### src/rtl/pipe_ctrl_pkg.sv
`default_nettype none
// ============================================================================
// Module      : pipe_ctrl_pkg
// Description : Shared types and constants for the pipeline redirect control.
// Revision    : 1.0 - initial release
// ============================================================================
package pipe_ctrl_pkg;

    typedef enum logic [1:0] {
        IDLE     = 2'd0,
        REDIRECT = 2'd1,
        DRAIN    = 2'd2
    } bru_state_e;

    localparam int unsigned C_ADDR_W          = 32;
    localparam int unsigned C_FLUSH_DEPTH_MAX = 15;
    localparam int unsigned C_CNT_W           = 4;
    localparam int unsigned C_STAT_W          = 32;

endpackage : pipe_ctrl_pkg
`default_nettype wire

### src/rtl/branch_redirect_unit.sv
`default_nettype none
// ============================================================================
// Module      : branch_redirect_unit
// Description : Turns a MEM-stage taken branch into a fetch redirect plus
//               younger-stage flushes. Define BRANCH_REDIRECT_STATS_EN to add
//               taken/stall event counters.
// Revision    : 1.0 - initial release
// ============================================================================
module branch_redirect_unit
    import pipe_ctrl_pkg::*;
#(
    parameter int unsigned ADDR_W      = C_ADDR_W,
    parameter int unsigned FLUSH_DEPTH = 1
) (
    input  logic              clk,
    input  logic              rst_n,
    input  logic              br_taken_i,
    input  logic [ADDR_W-1:0] br_target_i,
    input  logic              redirect_ready_i,
    output logic              redirect_valid_o,
    output logic [ADDR_W-1:0] redirect_pc_o,
    output logic              flush_ifid_o,
    output logic              flush_idex_o,
    output logic              flush_exmem_o,
`ifdef BRANCH_REDIRECT_STATS_EN
    output logic [C_STAT_W-1:0] taken_cnt_o,
    output logic [C_STAT_W-1:0] stall_cnt_o,
`endif
    output logic              busy_o
);

    localparam int unsigned C_DEPTH_EFF =
        (FLUSH_DEPTH > C_FLUSH_DEPTH_MAX) ? C_FLUSH_DEPTH_MAX : FLUSH_DEPTH;
    localparam logic [C_CNT_W-1:0] C_DRAIN_LOAD =
        (C_DEPTH_EFF == 0) ? '0 : C_CNT_W'(C_DEPTH_EFF - 1);

    bru_state_e          state_q, state_d;
    logic [ADDR_W-1:0]   pc_q, pc_d;
    logic [C_CNT_W-1:0]  cnt_q, cnt_d;
    logic                valid_q;
    logic                flush_ifid_q;
    logic                flush_old_q;
    logic                busy_q;

    // Branch decisions are only honoured in IDLE; anything else belongs to a
    // younger instruction that is already being squashed.
    always_comb begin
        state_d = state_q;
        pc_d    = pc_q;
        cnt_d   = cnt_q;
        unique case (state_q)
            IDLE: begin
                if (br_taken_i) begin
                    state_d = REDIRECT;
                    pc_d    = br_target_i;
                end
            end
            REDIRECT: begin
                if (redirect_ready_i) begin
                    if (C_DEPTH_EFF == 0) begin
                        state_d = IDLE;
                    end else begin
                        state_d = DRAIN;
                        cnt_d   = C_DRAIN_LOAD;
                    end
                end
            end
            DRAIN: begin
                if (cnt_q == '0) begin
                    state_d = IDLE;
                end else begin
                    cnt_d = cnt_q - C_CNT_W'(1);
                end
            end
            default: begin
                state_d = IDLE;
            end
        endcase
    end

    // Outputs are registered from the next state so they track state_q exactly.
    always_ff @(posedge clk or negedge rst_n) begin
        if (!rst_n) begin
            state_q      <= IDLE;
            pc_q         <= '0;
            cnt_q        <= '0;
            valid_q      <= 1'b0;
            flush_ifid_q <= 1'b0;
            flush_old_q  <= 1'b0;
            busy_q       <= 1'b0;
        end else begin
            state_q      <= state_d;
            pc_q         <= pc_d;
            cnt_q        <= cnt_d;
            valid_q      <= (state_d == REDIRECT);
            flush_old_q  <= (state_d == REDIRECT);
            flush_ifid_q <= (state_d != IDLE);
            busy_q       <= (state_d != IDLE);
        end
    end

    assign redirect_valid_o = valid_q;
    assign redirect_pc_o    = pc_q;
    assign flush_ifid_o     = flush_ifid_q;
    assign flush_idex_o     = flush_old_q;
    assign flush_exmem_o    = flush_old_q;
    assign busy_o           = busy_q;

`ifdef BRANCH_REDIRECT_STATS_EN
    generate
        if (1) begin : g_stats
            logic [C_STAT_W-1:0] taken_cnt_q;
            logic [C_STAT_W-1:0] stall_cnt_q;
            logic                taken_evt;
            logic                stall_evt;

            assign taken_evt = (state_q == IDLE) && br_taken_i;
            assign stall_evt = (state_q == REDIRECT) && !redirect_ready_i;

            always_ff @(posedge clk or negedge rst_n) begin
                if (!rst_n) begin
                    taken_cnt_q <= '0;
                    stall_cnt_q <= '0;
                end else begin
                    if (taken_evt && (taken_cnt_q != '1)) begin
                        taken_cnt_q <= taken_cnt_q + C_STAT_W'(1);
                    end
                    if (stall_evt && (stall_cnt_q != '1)) begin
                        stall_cnt_q <= stall_cnt_q + C_STAT_W'(1);
                    end
                end
            end

            assign taken_cnt_o = taken_cnt_q;
            assign stall_cnt_o = stall_cnt_q;
        end
    endgenerate
`endif

endmodule : branch_redirect_unit
`default_nettype wire
### config.mk
export PLATFORM = sky130hd
export DESIGN_NAME = branch_redirect_unit
export DESIGN_NICKNAME = d
export VERILOG_FILES = /design/src/rtl/pipe_ctrl_pkg.sv /design/src/rtl/branch_redirect_unit.sv
export SDC_FILE = /design/constraint.sdc
export NUM_CORES = 1
export LEC_CHECK = 0
export ABC_CLOCK_PERIOD_IN_PS = 1700
export CAP_MARGIN = 30
export CORE_ASPECT_RATIO = 0.8
export CORE_MARGIN = 4
export CORE_UTILIZATION = 43
export CTS_BUF_LIST = sky130_fd_sc_hd__clkbuf_8
export DETAILED_ROUTE_END_ITERATION = 8
export GPL_TIMING_DRIVEN = 0
export PLACE_DENSITY_LB_ADDON = 0.1
export REMOVE_ABC_BUFFERS = 1
export SLEW_MARGIN = 10
export SYNTH_ARGS = -nofsm -noshare
export SYNTH_HDL_FRONTEND = slang
export SYNTH_SLANG_ARGS = --single-unit
### constraint.sdc
create_clock -name clk -period 1.7 [get_ports clk]
set_input_delay 0.17 -clock clk [delete_from_list [all_inputs] [get_ports clk]]
set_output_delay 0.17 -clock clk [all_outputs]
set_load 0.02 [all_outputs]
==> flow_summary.json <==
{
  "die_w_um": 76.7,
  "wire_per_inst_um": 15.8,
  "drc": 0,
  "syn2layout_area_growth_pct": 55.4,
  "die_h_um": 63.0,
  "grt-ovfl-total": 0,
  "syn_inst": 114,
  "hp-class": "input pin to asynchronous set/reset pin",
  "hold_violations": 0,
  "r2r_cells": 5,
  "slowest_stage": "dfrtp_1",
  "cts-buffers-inserted": 5,
  "grt_max_degree": 39,
  "die_area_sq_um": 4830,
  "num-nets-final": 228,
  "worstPathArrival_ns": 1.83,
  "r2r_end": "cnt_q[1]",
  "boundaryPins": 73,
  "crit_path_end": "cnt_q[1]",
  "clk_latency_ns": 0.28,
  "initial_utilization_pct": 45.8,
  "maxSlewViolCount": 0,
  "rsz0062_at_grt": "no",
  "cts_root_buf": "clkbuf_8",
  "avgSynthCellArea_sq_um": 14.2,
  "drv_cap": 0,
  "finalSetupTns_ns": 0,
  "status": "completed",
  "diodes": 0,
  "first_global_vias": 1281,
  "max_freq_mhz": 610,
  "wl_mm": 3.69,
  "start_kind": "flop",
  "grt_pass1_wl_mm": 6.04,
  "rows": 19,
  "viasPerCell": 4.96,
  "first_pass_iters": 4,
  "fill_cells": 234,
  "relSlewSlack_pct": 60.1,
  "synth_seq_area_share_pct": 61.6,
  "final.period_utilization_pct": 96.4,
  "crit_start": "cnt_q[1]",
  "max-clock-path-buffers": 2,
  "htreeDepth": 2,
  "path_max_fanout": 4,
  "core_sq_um": 3540,
  "synth_seq_cells": 40,
  "numClockSinks": 40,
  "power_density_nw_per_um2": 1850,
  "total_power_mw": 4.67,
  "end_kind": "flop",
  "cts_tree": "built",
  "io_buffers": 72,
  "ir_drop_uv": 1140,
  "clk_pin_slew_ns": 0.07,
  "finClkSkew_ns": 0.00306,
  "cp_data_required_time_ns": 1.89,
  "setup_violations": 0,
  "setup_ws_ns": 0.0606,
  "grt_antenna_before_repair": 0,
  "cellLeakagePower_nw": 1.04,
  "yosysWarnings": 0,
  "path_cells": "inv_1 -> ha_1 -> or3b_4 -> and2_4 -> a311oi_2",
  "drt_iter0_markers": 47,
  "layout-drive-gt1-share_pct": 25.0,
  "vias": 1160,
  "dp_worst_setup_slack_ns": -0.345,
  "gp_congestion": 0.753,
  "netlist_area_sq_um": 1620,
  "reg2reg_slack_ns": 0.06,
  "synth_cell_type_count": 24,
  "hpwl_mm": 2.52,
  "min_period_ns": 1.64,
  "ant_nets": 0,
  "grt_usage_pct": 16.3,
  "timing.hold.ws_ns": 0.216,
  "critPathKind": "flop to flop",
  "max_stage_delay_ns": 0.42,
  "worst_pin_slew_ns": 0.599,
  "r2r_start": "cnt_q[1]"
}
-- critical path, delay by kind of cell (launching register included) --
family / cells / cell delay, ns
buffers and inverters: 1 / 0.07
AO/OA/AOI/OAI: 1 / 0.28
flip-flops: 1 / 0.42
adder cells (fa/ha/maj): 1 / 0.18
AND/OR/NAND/NOR: 2 / 0.60
-- cells in the final DEF (no fill, tap or decap) --
cell             synthesis  layout
buf_2                    1       1
buf_12                   0       3
o211ai_1                 1       1
mux2_1                   1       1
o22ai_1                  1       1
nand3_1                  2       2
nand4_1                  1       1
clkbuf_8                 0       6
dfrtp_1                 40      40
or3b_4                   1       1
dlygate4sd3_1            0       1
clkdlybuf4s50_1          0      71
or2b_1                   1       1
a311oi_1                 2       1
nand2b_4                 1       1
nand2_1                  3       3
o21ai_0                  2       2
nor4_1                   1       1
inv_1                    4       6
nor2_1                   2       2
buf_4                    6       1
and2_4                   1       1
nor2_4                   1       2
a311oi_2                 0       1
a21oi_1                  8       8
ha_1                     1       1
nand2b_1                 1       1
mux2_2                  31      31
-- Yosys cell counts (all sizes together) --
| library cell | number | area share (%) |
|---|---|---|
| a21oi | 8 | 2.5 |
| a311oi | 2 | 1.1 |
| and2 | 1 | 0.54 |
| buf | 7 | 3.1 |
| clkbuf | 1 | 0.23 |
| dfrtp | 40 | 62 |
| ha | 1 | 0.77 |
| inv | 4 | 0.92 |
| mux2 | 32 | 22 |
| nand2 | 3 | 0.69 |
| nand2b | 2 | 1.2 |
| nand3 | 2 | 0.62 |
| nand4 | 1 | 0.39 |
| nor2 | 3 | 1.2 |
| nor4 | 1 | 0.39 |
| o211ai | 1 | 0.46 |
| o21ai | 2 | 0.62 |
| o22ai | 1 | 0.39 |
| or2b | 1 | 0.46 |
| or3b | 1 | 0.69 |
-- metrics by stage --
stage	utilization (%)	area, sq um	std cells
2_1_floorplan	-	1570	106
3_3_place_gp	66.2	2340	220
3_5_place_dp	66.6	2360	221
4_1_cts	69.9	2480	231
5_1_grt	71.2	2520	234
6_report	71.2	2520	234
-- metal layers --
layer  global-route usage [%]  up-vias  routed length, um
li1                         -      552                  -
met1                     17.4      544               1450
met2                     26.6       56               1820
met3                     8.93        8                364
met4                     6.79        0                 63
met5                        0        -                  0
-- flip-flops by register name, indices dropped and copies added (netlist names) --
register	flops
redirect_pc_o	32
cnt_q	4
state_q	2
busy_o	1
flush_exmem_o	1
-- how the worst min path moves through the flow --
stage / startpoint / depth (start not counted) / endpoint / slack (ns)
after floorplan: rst_n / 0 / busy_o / -0.13
after detailed placement: rst_n / 1 / redirect_pc_o[29] / -0.02
after CTS: rst_n / 2 / redirect_pc_o[6] / 0.21
after global placement: redirect_pc_o[11] / 1 / redirect_pc_o[11] / 0.48
final: rst_n / 2 / redirect_pc_o[29] / 0.22
after global routing: rst_n / 2 / redirect_pc_o[29] / 0.22
-- final cells by class --
| cell class | count | area, sq um | share of cell area [%] |
|---|---|---|---|
| Timing Repair Buffer | 77 | 793 | 31.4 |
| Multi-Input combinational cell | 63 | 572 | 22.7 |
| Inverter | 4 | 15.0 | 0.595 |
| Clock buffer | 6 | 82.6 | 3.27 |
| Clock inverter | 2 | 7.51 | 0.297 |
| Tap cell | 42 | 52.6 | 2.08 |
| Sequential cell | 40 | 1000 | 39.7 |
-- timing repair --
item	4_1_cts	5_1_grt
setup endpoints to repair	33	28
gates resized for setup	2	0
pin swaps	1	2
hold buffers	1	0
gates cloned	1	0
buffers inserted	0	3
hold endpoints to repair	40	0
-- where the power goes --
part	internal [mW]	leakage, nW	total (mW)	switching (mW)
Clock	0.318	0.0538	0.615	0.297
Combinational	1.32	0.510	2.40	1.08
Sequential	1.39	0.480	1.66	0.274
-- cell families (layout without fill, tap and decap cells) --
kind of cell / Yosys count / count (layout) / synth area share [%]
and+or+nand+nor: 15 / 16 / 6.16
adders and majority gates: 1 / 1 / 0.770
AOI/OAI and AO/OA: 14 / 14 / 5.01
DFF: 40 / 40 / 61.6
muxes: 32 / 32 / 22.2
buffers and inverters: 12 / 89 / 4.24
Note: power is estimated with default switching activity, not from simulation.
